<file path="src/rtl/prince_share_arbiter_pkg.sv">
// Shared constants for the masked PRINCE datapath: share geometry, guard
// randomness width, arbiter FSM encoding and the default core timeout.
package prince_share_arbiter_pkg;

    localparam int SHARE_W         = 64;
    localparam int N_SHARES        = 4;
    localparam int DATA_W          = SHARE_W * N_SHARES;
    localparam int GUARD_W         = 12;
    localparam int TIMEOUT_DEFAULT = 15;

    localparam logic [1:0] ST_IDLE = 2'd0;
    localparam logic [1:0] ST_RUN  = 2'd1;
    localparam logic [1:0] ST_RESP = 2'd2;

    typedef struct packed {
        logic               enc;
        logic [DATA_W-1:0]  p;
        logic [GUARD_W-1:0] guard;
    } operand_t;

endpackage

</file>
<file path="src/rtl/prince_rr_grant2.sv">
// Two-way round-robin grant: on a tie the requester not served last wins.
// `last` holds the index of the requester granted most recently.
module prince_rr_grant2
    import prince_share_arbiter_pkg::*;
(
    input  logic [1:0] valid,
    input  logic       last,
    output logic [1:0] grant
);

    always_comb begin
        grant = 2'b00;
        if (valid[0] && (!valid[1] || last)) begin
            grant = 2'b01;
        end else if (valid[1]) begin
            grant = 2'b10;
        end
    end

endmodule

</file>
<file path="src/rtl/prince_share_arbiter.sv">
// Two-requester front end for a masked PRINCE core: arbitrates, feeds the core
// registered shares, and returns exactly one response per accepted request.
module prince_share_arbiter
    import prince_share_arbiter_pkg::*;
#(
    parameter int TIMEOUT = TIMEOUT_DEFAULT
) (
    input  logic               clk,
    input  logic               rst,

    input  logic               req0_valid,
    output logic               req0_ready,
    input  logic               req0_enc,
    input  logic [DATA_W-1:0]  req0_p,
    input  logic [GUARD_W-1:0] req0_guard,

    input  logic               req1_valid,
    output logic               req1_ready,
    input  logic               req1_enc,
    input  logic [DATA_W-1:0]  req1_p,
    input  logic [GUARD_W-1:0] req1_guard,

    output logic               core_en,
    output logic               core_enc,
    output logic [DATA_W-1:0]  core_p,
    output logic [GUARD_W-1:0] core_guard,
    input  logic               core_done,
    input  logic [DATA_W-1:0]  core_c,

    output logic               rsp_valid,
    output logic               rsp_id,
    output logic               rsp_err,
    output logic [DATA_W-1:0]  rsp_c,
    input  logic               rsp_ready,

    output logic               busy
);

    localparam int               CNT_W    = (TIMEOUT < 2) ? 1 : $clog2(TIMEOUT);
    localparam logic [CNT_W-1:0] CNT_LAST = CNT_W'(TIMEOUT - 1);

    logic [1:0]         state;
    logic [1:0]         state_nxt;
    logic               last_grant;
    logic [CNT_W-1:0]   run_cnt;
    operand_t           op;
    operand_t           req0_op;
    operand_t           req1_op;
    logic               rsp_id_q;
    logic               rsp_err_q;
    logic [DATA_W-1:0]  rsp_c_q;
    logic [1:0]         req_valid;
    logic [1:0]         grant;
    logic               in_idle;
    logic               in_run;
    logic               in_resp;
    logic               timed_out;
    logic               accept;
    logic               run_exit;
    logic               resp_exit;

    assign req_valid = {req1_valid, req0_valid};
    assign req0_op   = '{enc: req0_enc, p: req0_p, guard: req0_guard};
    assign req1_op   = '{enc: req1_enc, p: req1_p, guard: req1_guard};

    prince_rr_grant2 u_rr_grant (
        .valid (req_valid),
        .last  (last_grant),
        .grant (grant)
    );

    assign in_idle   = (state == ST_IDLE);
    assign in_run    = (state == ST_RUN);
    assign in_resp   = (state == ST_RESP);
    assign timed_out = (run_cnt == CNT_LAST);
    assign accept    = in_idle && (|grant);
    assign run_exit  = in_run && (core_done || timed_out);
    assign resp_exit = in_resp && rsp_ready;

    always_comb begin
        state_nxt = state;
        case (state)
            ST_IDLE: if (|grant)                    state_nxt = ST_RUN;
            ST_RUN:  if (core_done || timed_out)    state_nxt = ST_RESP;
            ST_RESP: if (rsp_ready)                 state_nxt = ST_IDLE;
            default:                                state_nxt = ST_IDLE;
        endcase
    end

    // Last-grant resets to 1 so requester 0 wins the very first tie.
    always_ff @(posedge clk or negedge rst) begin
        if (!rst) begin
            state      <= ST_IDLE;
            last_grant <= 1'b1;
            rsp_id_q   <= 1'b0;
        end else begin
            state <= state_nxt;
            if (accept) begin
                last_grant <= grant[1];
                rsp_id_q   <= grant[1];
            end
        end
    end

    always_ff @(posedge clk or negedge rst) begin
        if (!rst) begin
            run_cnt <= '0;
        end else if (accept) begin
            run_cnt <= '0;
        end else if (in_run) begin
            run_cnt <= run_cnt + CNT_W'(1);
        end
    end

    // Operands exist only while the core runs; shares are never left behind.
    always_ff @(posedge clk or negedge rst) begin
        if (!rst) begin
            op <= '0;
        end else if (accept) begin
            op <= grant[1] ? req1_op : req0_op;
        end else if (run_exit) begin
            op <= '0;
        end
    end

    // core_done outranks a timeout landing in the same cycle.
    always_ff @(posedge clk or negedge rst) begin
        if (!rst) begin
            rsp_c_q   <= '0;
            rsp_err_q <= 1'b0;
        end else if (run_exit) begin
            rsp_c_q   <= core_done ? core_c : '0;
            rsp_err_q <= !core_done;
        end else if (resp_exit) begin
            rsp_c_q   <= '0;
            rsp_err_q <= 1'b0;
        end
    end

    // Ready is held off while reset is asserted even though the state reads IDLE.
    assign req0_ready = rst && in_idle && grant[0];
    assign req1_ready = rst && in_idle && grant[1];

    assign core_en    = in_run;
    assign core_enc   = op.enc;
    assign core_p     = op.p;
    assign core_guard = op.guard;

    assign rsp_valid  = in_resp;
    assign rsp_id     = rsp_id_q;
    assign rsp_err    = rsp_err_q;
    assign rsp_c      = rsp_c_q;

    assign busy       = !in_idle;

endmodule
</file>
<file path="config.mk">
export PLATFORM = sky130hd
export DESIGN_NAME = prince_share_arbiter
export DESIGN_NICKNAME = d
export VERILOG_FILES = /design/src/rtl/prince_share_arbiter_pkg.sv /design/src/rtl/prince_rr_grant2.sv /design/src/rtl/prince_share_arbiter.sv
export SDC_FILE = /design/constraint.sdc
export NUM_CORES = 1
export LEC_CHECK = 0
export CORE_AREA = 2 2 520 522
export DETAILED_ROUTE_END_ITERATION = 6
export DIE_AREA = 0 0 522 524
export DONT_BUFFER_PORTS = 1
export GPL_ROUTABILITY_DRIVEN = 0
export PLACE_DENSITY = 0.31
export SLEW_MARGIN = 20
export SYNTH_ARGS = -nofsm -noshare
export SYNTH_HDL_FRONTEND = slang
export SYNTH_SLANG_ARGS = --single-unit
</file>
<file path="constraint.sdc">
create_clock -name clk -period 2.8 [get_ports clk]
set_clock_uncertainty 0.1 [all_clocks]
set_input_delay 0.56 -clock clk [delete_from_list [all_inputs] [get_ports clk]]
set_output_delay 0.56 -clock clk [all_outputs]
set_load 0.02 [all_outputs]
</file>
# After elaboration in Yosys (flattened, before gate mapping)
# Index checks and enable logic that the tools add are counted.
# word_totals
register_bits,534
output_inout_bits,532
elab_cells,50
# op_classes
eq_ne,6
add_sub_neg,1
n_reduce_logical,18
muxes,16
# op_table
cell,n
$mux W269,3
$mux W256,3
$mux W2,5
$mux W4,2
$logic_and A1 B1 Y1,7
$pmux W2 S3,1
$reduce_bool A2 Y1,3
$add A4 B1 Y4 const B,1
$eq A4 B4 Y1 const B,1
$ne A2 B1 Y1 const B,2
$logic_not A1 Y1,3
$reduce_and A3 Y1,1
$eq A2 B1 Y1 const B,1
$eq A2 B2 Y1 const B,1
$logic_not A2 Y1,1
$logic_or A1 B1 Y1,2
$mux W1,2
$ne A2 B2 Y1 const B,1
$reduce_or A2 Y1,1

# Depth between registers and ports, before layout
# Gate-level depths: netlist of the first run.
# depth
word_depth,7
ltp_mapped,8
depth_no_buf,5

# Cells and area by module
# Synthesis of the first run repeated with hierarchy kept, for this count alone.
# hier_totals
hier_cells,1583
area_unflattened_um2,21215.3
# by_module_without_submodules
mod,seq_area_each_um2,n_inst,area_each_um2,cells_per_inst
prince_share_arbiter,13364.1,1,21196.6,1580
prince_rr_grant2,0.0,1,18.8,3

# Least setup slack after synthesis of the first run
# OpenSTA, ideal clock, no wires.
# synth_timing
path_kind,input to output
startpoint,input port req1_valid
endpoint,output port req1_ready
arrival_ns,1.622
slack_ns,0.518
path_stages,5
path_cell_list,a21boi_0 > buf_2 > buf_2 > buf_1 > and3_1
# synth_via
elab_chain_cells,5
# synth_lines
element,line_no,rtl
"start, declared",prince_share_arbiter.sv:17,"input logic req1_valid,"
$logic_not A1 Y1,prince_rr_grant2.sv:13,if (valid[0] && (!valid[1] || last)) begin
$logic_or A1 B1 Y1,prince_rr_grant2.sv:13,
$logic_and A1 B1 Y1,prince_rr_grant2.sv:13,
$mux W2 *,prince_rr_grant2.sv:13,
$logic_and A1 B1 Y1 *,prince_share_arbiter.sv:142,assign req1_ready = rst && in_idle && grant[1];
"end, declared",prince_share_arbiter.sv:18,"output logic req1_ready,"
# Mark *: on every way between the ends. The rest lies on a longest branch, timed or not.

# Worst setup path after layout of the first run
# layout_timing
startpoint,register last_grant
endpoint,"register op, in the netlist core_p[158]"
# layout_via
elab_chain_cells,6
# layout_lines
element,line_no,rtl
"start, declared",prince_share_arbiter.sv:44,logic last_grant;
"start signal, assigned",prince_share_arbiter.sv:99,last_grant <= grant[1];
$logic_or A1 B1 Y1 *,prince_rr_grant2.sv:13,
$logic_and A1 B1 Y1 *,prince_rr_grant2.sv:13,
$mux W2 *,prince_rr_grant2.sv:13,
$reduce_or A2 Y1,prince_share_arbiter.sv:76,assign accept = in_idle && (|grant);
$logic_and A1 B1 Y1,prince_share_arbiter.sv:76,
$mux W269 / $reduce_bool A2 Y1 (equally long branches),-,
"end signal, assigned",prince_share_arbiter.sv:120,op <= grant[1] ? req1_op : req0_op;
"end, declared",prince_share_arbiter.sv:46,operand_t op;
# Marked as above.
# A chain may end at the register's enable or synchronous reset.

==> results of run 1 <==
==> state kept, by name (all words and copies together), names as in the netlist <==
register,flops
core_enc,1
core_guard,12
core_p,256
last_grant,1
rsp_c,256
rsp_err,1
rsp_id,1
run_cnt,4
state,2
==> repair_timing <==
item,4_1_cts,5_1_grt
buffers inserted,1,0
gates resized for setup,3,4
setup endpoints to repair,3,56
gates cloned,0,1
pin swaps,0,0
endpoints found under the hold margin,1063,140
==> how the worst max path moves through the flow <==
stage               slack, ps  depth (start not counted)                      end                   start
floorplan                 520                          5               req1_ready              req1_valid
global placement          450                          5   core_p[85]$_DFFE_PN0P_              req1_valid
detailed placement        460                          5   core_p[85]$_DFFE_PN0P_              req1_valid
CTS                        10                          4               req1_ready    state[0]$_DFFE_PN0P_
global route               20                          7   core_p[99]$_DFFE_PN0P_  last_grant$_DFFE_PN1P_
finish                     40                          7  core_p[158]$_DFFE_PN0P_  last_grant$_DFFE_PN1P_
==> final cells by class <==
class                   count  area, sq um  share of cell area (%)
diodes                     91        227.7                  0.6256
clock buffers             107         2167                   5.953
clock inverters            17        240.2                  0.6599
inverters                   5        26.28                 0.07218
multi-input cells         833         7258                   19.94
flip-flops and latches    534        13360                   36.71
well taps                3552         4444                   12.21
repair buffers            848         8675                   23.83
==> per-layer routing <==
layer | vias up | track usage, % | share of wire, %
li1 | 8149 | - | -
met1 | 10170 | 13.41 | 41
met5 | - | 0 | 0.36
met4 | 90 | 4.377 | 4.4
met3 | 396 | 5.297 | 11
met2 | 1385 | 17.47 | 44
==> power breakdown <==
part           switching, mW  internal (mW)  leakage (nW)  total (mW)
Clock                   3.91           5.74          1.17        9.65
Combinational           5.88           5.07          5.49        10.9
Sequential              8.55           11.0          6.79        19.5
==> cells in the final DEF, fill, tap and decap left out, types with 4 or more instances in the layout <==
cell type	n
a21oi_1	6
a22o_1	256
a32oi_1	269
buf_12	15
buf_16	6
buf_4	35
bufinv_16	4
clkbuf_1	15
clkbuf_16	76
clkbuf_8	17
clkinv_2	5
dfrtp_1	533
diode_2	91
dlygate4sd3_1	788
o21ai_0	4
o2bb2ai_1	269
==> critical path, delay by kind of cell (launching register included) <==
kind | cells | cell delay [ps]
buffers and inverters | 4 | 1360
flip-flops | 1 | 580
AO/OA/AOI/OAI | 2 | 330
AND/OR/NAND/NOR | 1 | 140
==> metrics by stage <==
step                      cells  utilization (%)  instance area, sq um
after floorplan            1579                -                 21480
after global placement     4977            9.603                 25680
after detailed placement   4977            9.603                 25680
after CTS                  5891            13.47                 36020
after global routing       5950            13.58                 36310
final                      5987            13.61                 36400
==> cells by family (layout without fill, tap and decap cells) <==
kind of cell    Yosys count  count (layout)  share of synthesized area (%)
fa+ha+maj                 2               2                         0.1165
mux                       1               1                        0.04659
flops                   534             534                          62.21
compound gates          810             810                          32.90
other cells               0              91                              0
simple gates             19              19                         0.4951
xor+xnor                  1               1                        0.04078
buf+inv                 212             977                          4.193
==> run_results.csv, run 1 <==
group,metric,value,unit
status,status,"finished, violations left",
status,violations,"negative hold slack",
sta,setup_viol,0,
clock_network,cts_max_level,3,
layout,drive_gt1_share,7.722,%
critical_path,r2r_setup_slack,40,ps
floorplanning,coreArea,267400,sq um
global_routing,track_usage,11.27,%
placed_design,hpwl,128.9,mm
power_and_ir_drop,vdd_ir_drop_max,0.7750,mV
clock_network,cts-root-buf,"clkbuf_16",
critical_path,crit_path_max_fanout,49,
sta,hold_viol,140,
sta,slew_viol_final,0,
floorplanning,die_area,273500,sq um
critical_path,crit_path_end_kind,"flip-flop",
floorplanning,die_x,522,um
floorplanning,io_pins,1332,
sta,tightest_slew,1291,ps
critical_path,reg2reg_from,"last_grant$_DFFE_PN1P_",
synth,ys.flop_type,"dfrtp_1",
critical_path,r2r_cells,7,
power_and_ir_drop,leakagePower,13.46,nW
critical_path,r2r-end,"core_p[158]$_DFFE_PN0P_",
detailed_routing,wl_per_cell,27.58,um
clock_network,cts_tree,"done",
synth,syn-instance-count,1579,
floorplanning,initial_utilization,8.033,%
synth,ys_warn_count,0,
critical_path,start_kind,"flip-flop",
critical_path,arrival,3330,ps
flow_run,drv_cap,0,
clock_network,clk_path_buf_depth,4,
synth,syn_nets,2381,
sta,max_freq,361.8,MHz
sta,worst_slack,36.15,ps
critical_path,cp.required,3370,ps
layout,fillers,29870,
sta,tns,0,ps
critical_path,crit_type,"flip-flop to flip-flop",
global_routing,grt-ovfl-total,0,
global_routing,grt_pass1_vias,20310,
synth,netlist_area,21480,sq um
global_routing,antenna_found_initial,191,
synth,synth_cell_types,32,
clock_network,clock_sinks,534,
sta,fin_crit_sh,98.71,%
clock_network,cts_made_buffers,74,
synth,synth-seq-cells,534,
sta,rsz0062_at_grt,"false",
critical_path,crit_path_top_delay_cell,"dlygate4sd3_1",
detailed_routing,viasPerCell,3.372,
critical_path,path_cells,"nand2b_4 > buf_6 > buf_16 > buf_12 > a32oi_1 > dlygate4sd3_1 > o2bb2ai_1",
min_path,hp-class,"input pin to async pin",
critical_path,max_stage_delay,660,ps
detailed_routing,num_vias,20190,
synth,async_flop_share,100.0,%
synth,synth_most_common_cell,"dfrtp_1",
global_routing,grt_max_degree,537,
detailed_routing,firstDrtPassIters,5,
layout,nNetsFinal,3098,
sta,whs,-279.8,ps
floorplanning,die_h,524,um
detailed_routing,ant_nets,0,
global_routing,grt_pass1_wl,207.2,mm
synth,ys_seq_area_share,62.21,%
power_and_ir_drop,p_total,40.14,mW
sta,slew_headroom,13.94,%
synth,synth_top_area_share,62.09,%
synth,synth_edf_count,0,
synth,yosys-top-cells-area,"dfrtp_1 62%, a32oi_1 11%, o2bb2ai_1 11%",
power_and_ir_drop,powerDensity,1103,nW/um^2
synth,synth_common_cells,"533 x dfrtp_1, 269 x a32oi_1, 269 x o2bb2ai_1",
floorplanning,rows,190,
detailed_routing,drcViolationCount,0,
synth,avgSynthCellArea,13.61,sq um
synth,yosysTopAreaCell,"dfrtp_1",
placed_design,io_buffer_count,0,
clock_network,insertion_delay,760,ps
clock_network,clk_pin_slew_worst_paths,60,ps
sta,period_needed,2764,ps
placed_design,dpl_worst_slack,455.6,ps
detailed_routing,wl,165.1,mm
clock_network,hold_buffers,789,
detailed_routing,drt_iter0_markers,1391,
layout,area_delta_synth_final,69.45,%
No activity file was read; power rests on OpenSTA's default activity.
==> run 2: changes to the inputs <==
Settings changed: ABC_AREA set to 0, SETUP_SLACK_MARGIN set to 0.5, TNS_END_PERCENT set to 100.
==> run 2 against run 1 <==
The flow still finishes with violations (negative hold slack). Cell area grew 1.4%. Core utilization grew 0.20 points. Non-clock buffer count grew 26. Critical path depth shrank 4. Hold slack lost 7.2 ps. Clock power is essentially flat. Critical path type is now flip-flop to output port. Critical endpoint is now req0_ready.
==> run_results.csv, run 2 (synthesized netlist as in run 1, its figures left out) <==
group,metric,value,unit
global_routing,grt-ovfl-total,0,
detailed_routing,wl,168.5,mm
global_routing,track_usage,11.31,%
power_and_ir_drop,p_total,40.81,mW
status,status,"finished, violations left",
layout,final_cell_mix,"790 x dlygate4sd3_1, 528 x dfrtp_1, 269 x o2bb2ai_1, 269 x a32oi_1, 256 x a22o_1",
floorplanning,die_x,522,um
status,violations,"negative hold slack",
critical_path,crit_path_end_kind,"output port",
layout,final_common_cell,"dlygate4sd3_1",
layout,area_delta_synth_final,71.88,%
detailed_routing,num_vias,20370,
flow_run,drv_cap,0,
critical_path,start_kind,"flip-flop",
power_and_ir_drop,leakagePower,13.96,nW
critical_path,arrival,1820,ps
detailed_routing,drcViolationCount,0,
layout,finish.utilization,13.81,%
sta,slew_headroom,11.69,%
layout,instances_no_fill,6001,
critical_path,cp.required,2140,ps
placed_design,hpwl,128.9,mm
detailed_routing,wl_per_cell,28.07,um
clock_network,cts_max_level,3,
detailed_routing,viasPerCell,3.394,
floorplanning,rows,190,
sta,rsz0062_at_grt,"true",
global_routing,grt_max_degree,537,
power_and_ir_drop,vdd_ir_drop_max,0.6130,mV
clock_network,cts_tree,"done",
power_and_ir_drop,powerDensity,1105,nW/um^2
layout,seq_area,13370,sq um
critical_path,crit_type,"flip-flop to output port",
placed_design,dp_cells,4977,
clock_network,clk_pin_slew_worst_paths,60,ps
clock_network,insertion_delay,760,ps
sta,period_needed,2479,ps
clock_network,cts_made_buffers,74,
min_path,hp-class,"input pin to async pin",
sta,whs,-286.9,ps
layout,nNetsFinal,3125,
global_routing,grt_pass1_wl,208.2,mm
layout,drive_gt1_share,9.068,%
sta,fin_crit_sh,88.55,%
sta,tightest_slew,1325,ps
floorplanning,die_area,273500,sq um
layout,final_cell_area,36920,sq um
clock_network,cts-root-buf,"clkbuf_16",
floorplanning,die_h,524,um
placed_design,dpl-instance-area,25680,sq um
critical_path,crit_path_max_fanout,4,
floorplanning,coreArea,267400,sq um
global_routing,grt_pass1_vias,20460,
clock_network,hold_buffers,791,
sta,max_freq,403.3,MHz
detailed_routing,firstDrtPassIters,5,
clock_network,clk_path_buf_depth,4,
detailed_routing,ant_nets,0,
sta,hold_viol,140,
sta,setup_viol,0,
floorplanning,io_pins,1332,
sta,slew_viol_final,0,
floorplanning,initial_utilization,8.033,%
layout,fillers,29810,
clock_network,clock_sinks,534,
placed_design,io_buffer_count,0,
detailed_routing,drt_iter0_markers,1561,
layout,multi_input_area,7282,sq um
global_routing,antenna_found_initial,183,
sta,tns,0,ps
run 2: changes by cell type in the layout (fill, tap and decap cells not counted), moves of 4 or more:
cell,delta
dfrtp_1,-5
buf_4,+7
dfrtp_2,+5
buf_16,+5
bufbuf_16,+4
clkbuf_16,+5
diode_2,-13
run 2: area by class of cell:
class                   instances  share of cell area, %
clock inverters                17                 0.6506
repair buffers                874                  24.83
well taps                    3552                  12.04
diodes                         78                 0.5286
repair inverters                1                0.02372
inverters                       5                 0.1288
flip-flops and latches        534                  36.21
multi-input cells             833                  19.72
clock buffers                 107                  5.869
run 2: per-layer routing:
metal	part of all wire [%]	up-vias	wire length [um]	global-route usage (%)
met3	11	391	18150	5.116
li1	-	8193	-	-
met4	4.0	90	6784	4.172
met5	0.36	-	607	0
met2	45	1479	75210	17.55
met1	40	10210	67710	13.64
run 2: power by group:
part           leakage, nW  switching (mW)  internal (mW)
registers             6.79            8.55           11.0
logic                 6.00            6.31           5.30
clock network         1.17            3.91           5.74
run 2: final timing paths:
check,from,cells past startpoint,slack (ps),end
hold / removal,rst,1,-290,rsp_c[173]$_DFFE_PN0P_
setup reg to reg,last_grant$_DFFE_PN1P_,6,530,core_p[156]$_DFFE_PN0P_
max in group asynchronous,rst,3,850,core_p[114]$_DFFE_PN0P_
setup / recovery,last_grant$_DFFE_PN1P_,3,320,req0_ready
hold reg to reg,rsp_c[40]$_DFFE_PN0P_,1,430,rsp_c[40]$_DFFE_PN0P_
min in group clk,req0_p[72],2,70,core_p[72]$_DFFE_PN0P_
run 2: repair_timing:
action	4_1_cts	5_1_grt
setup buffers	9	5
setup endpoints to repair	31	211
endpoints found under the hold margin	1063	140
gates resized for setup	22	18
pin swaps	2	4
cloned	5	8
run 2: through the flow:
| stage | setup WS [ps] | hold WS, ps |
|---|---|---|
| after global routing | 219.6 | -273.2 |
| after floorplan | 517.7 | 164.4 |
| after CTS | 169.8 | -681.5 |
| after global placement | 452.3 | 178.3 |
| final | 320.6 | -286.9 |
| after detailed placement | 455.6 | 178.8 |
run 2: critical path, stage by stage (launching register included):
cell and delay, ps:
dfstp_2 580, nand2b_4 140, and2_4 130, and3_4 240
==> run 3: changes to the inputs <==
Settings changed: GPL_ROUTABILITY_DRIVEN 0 to not set.
==> results of run 3 <==
Final layout, timing and power as in run 2 (identical DEF).
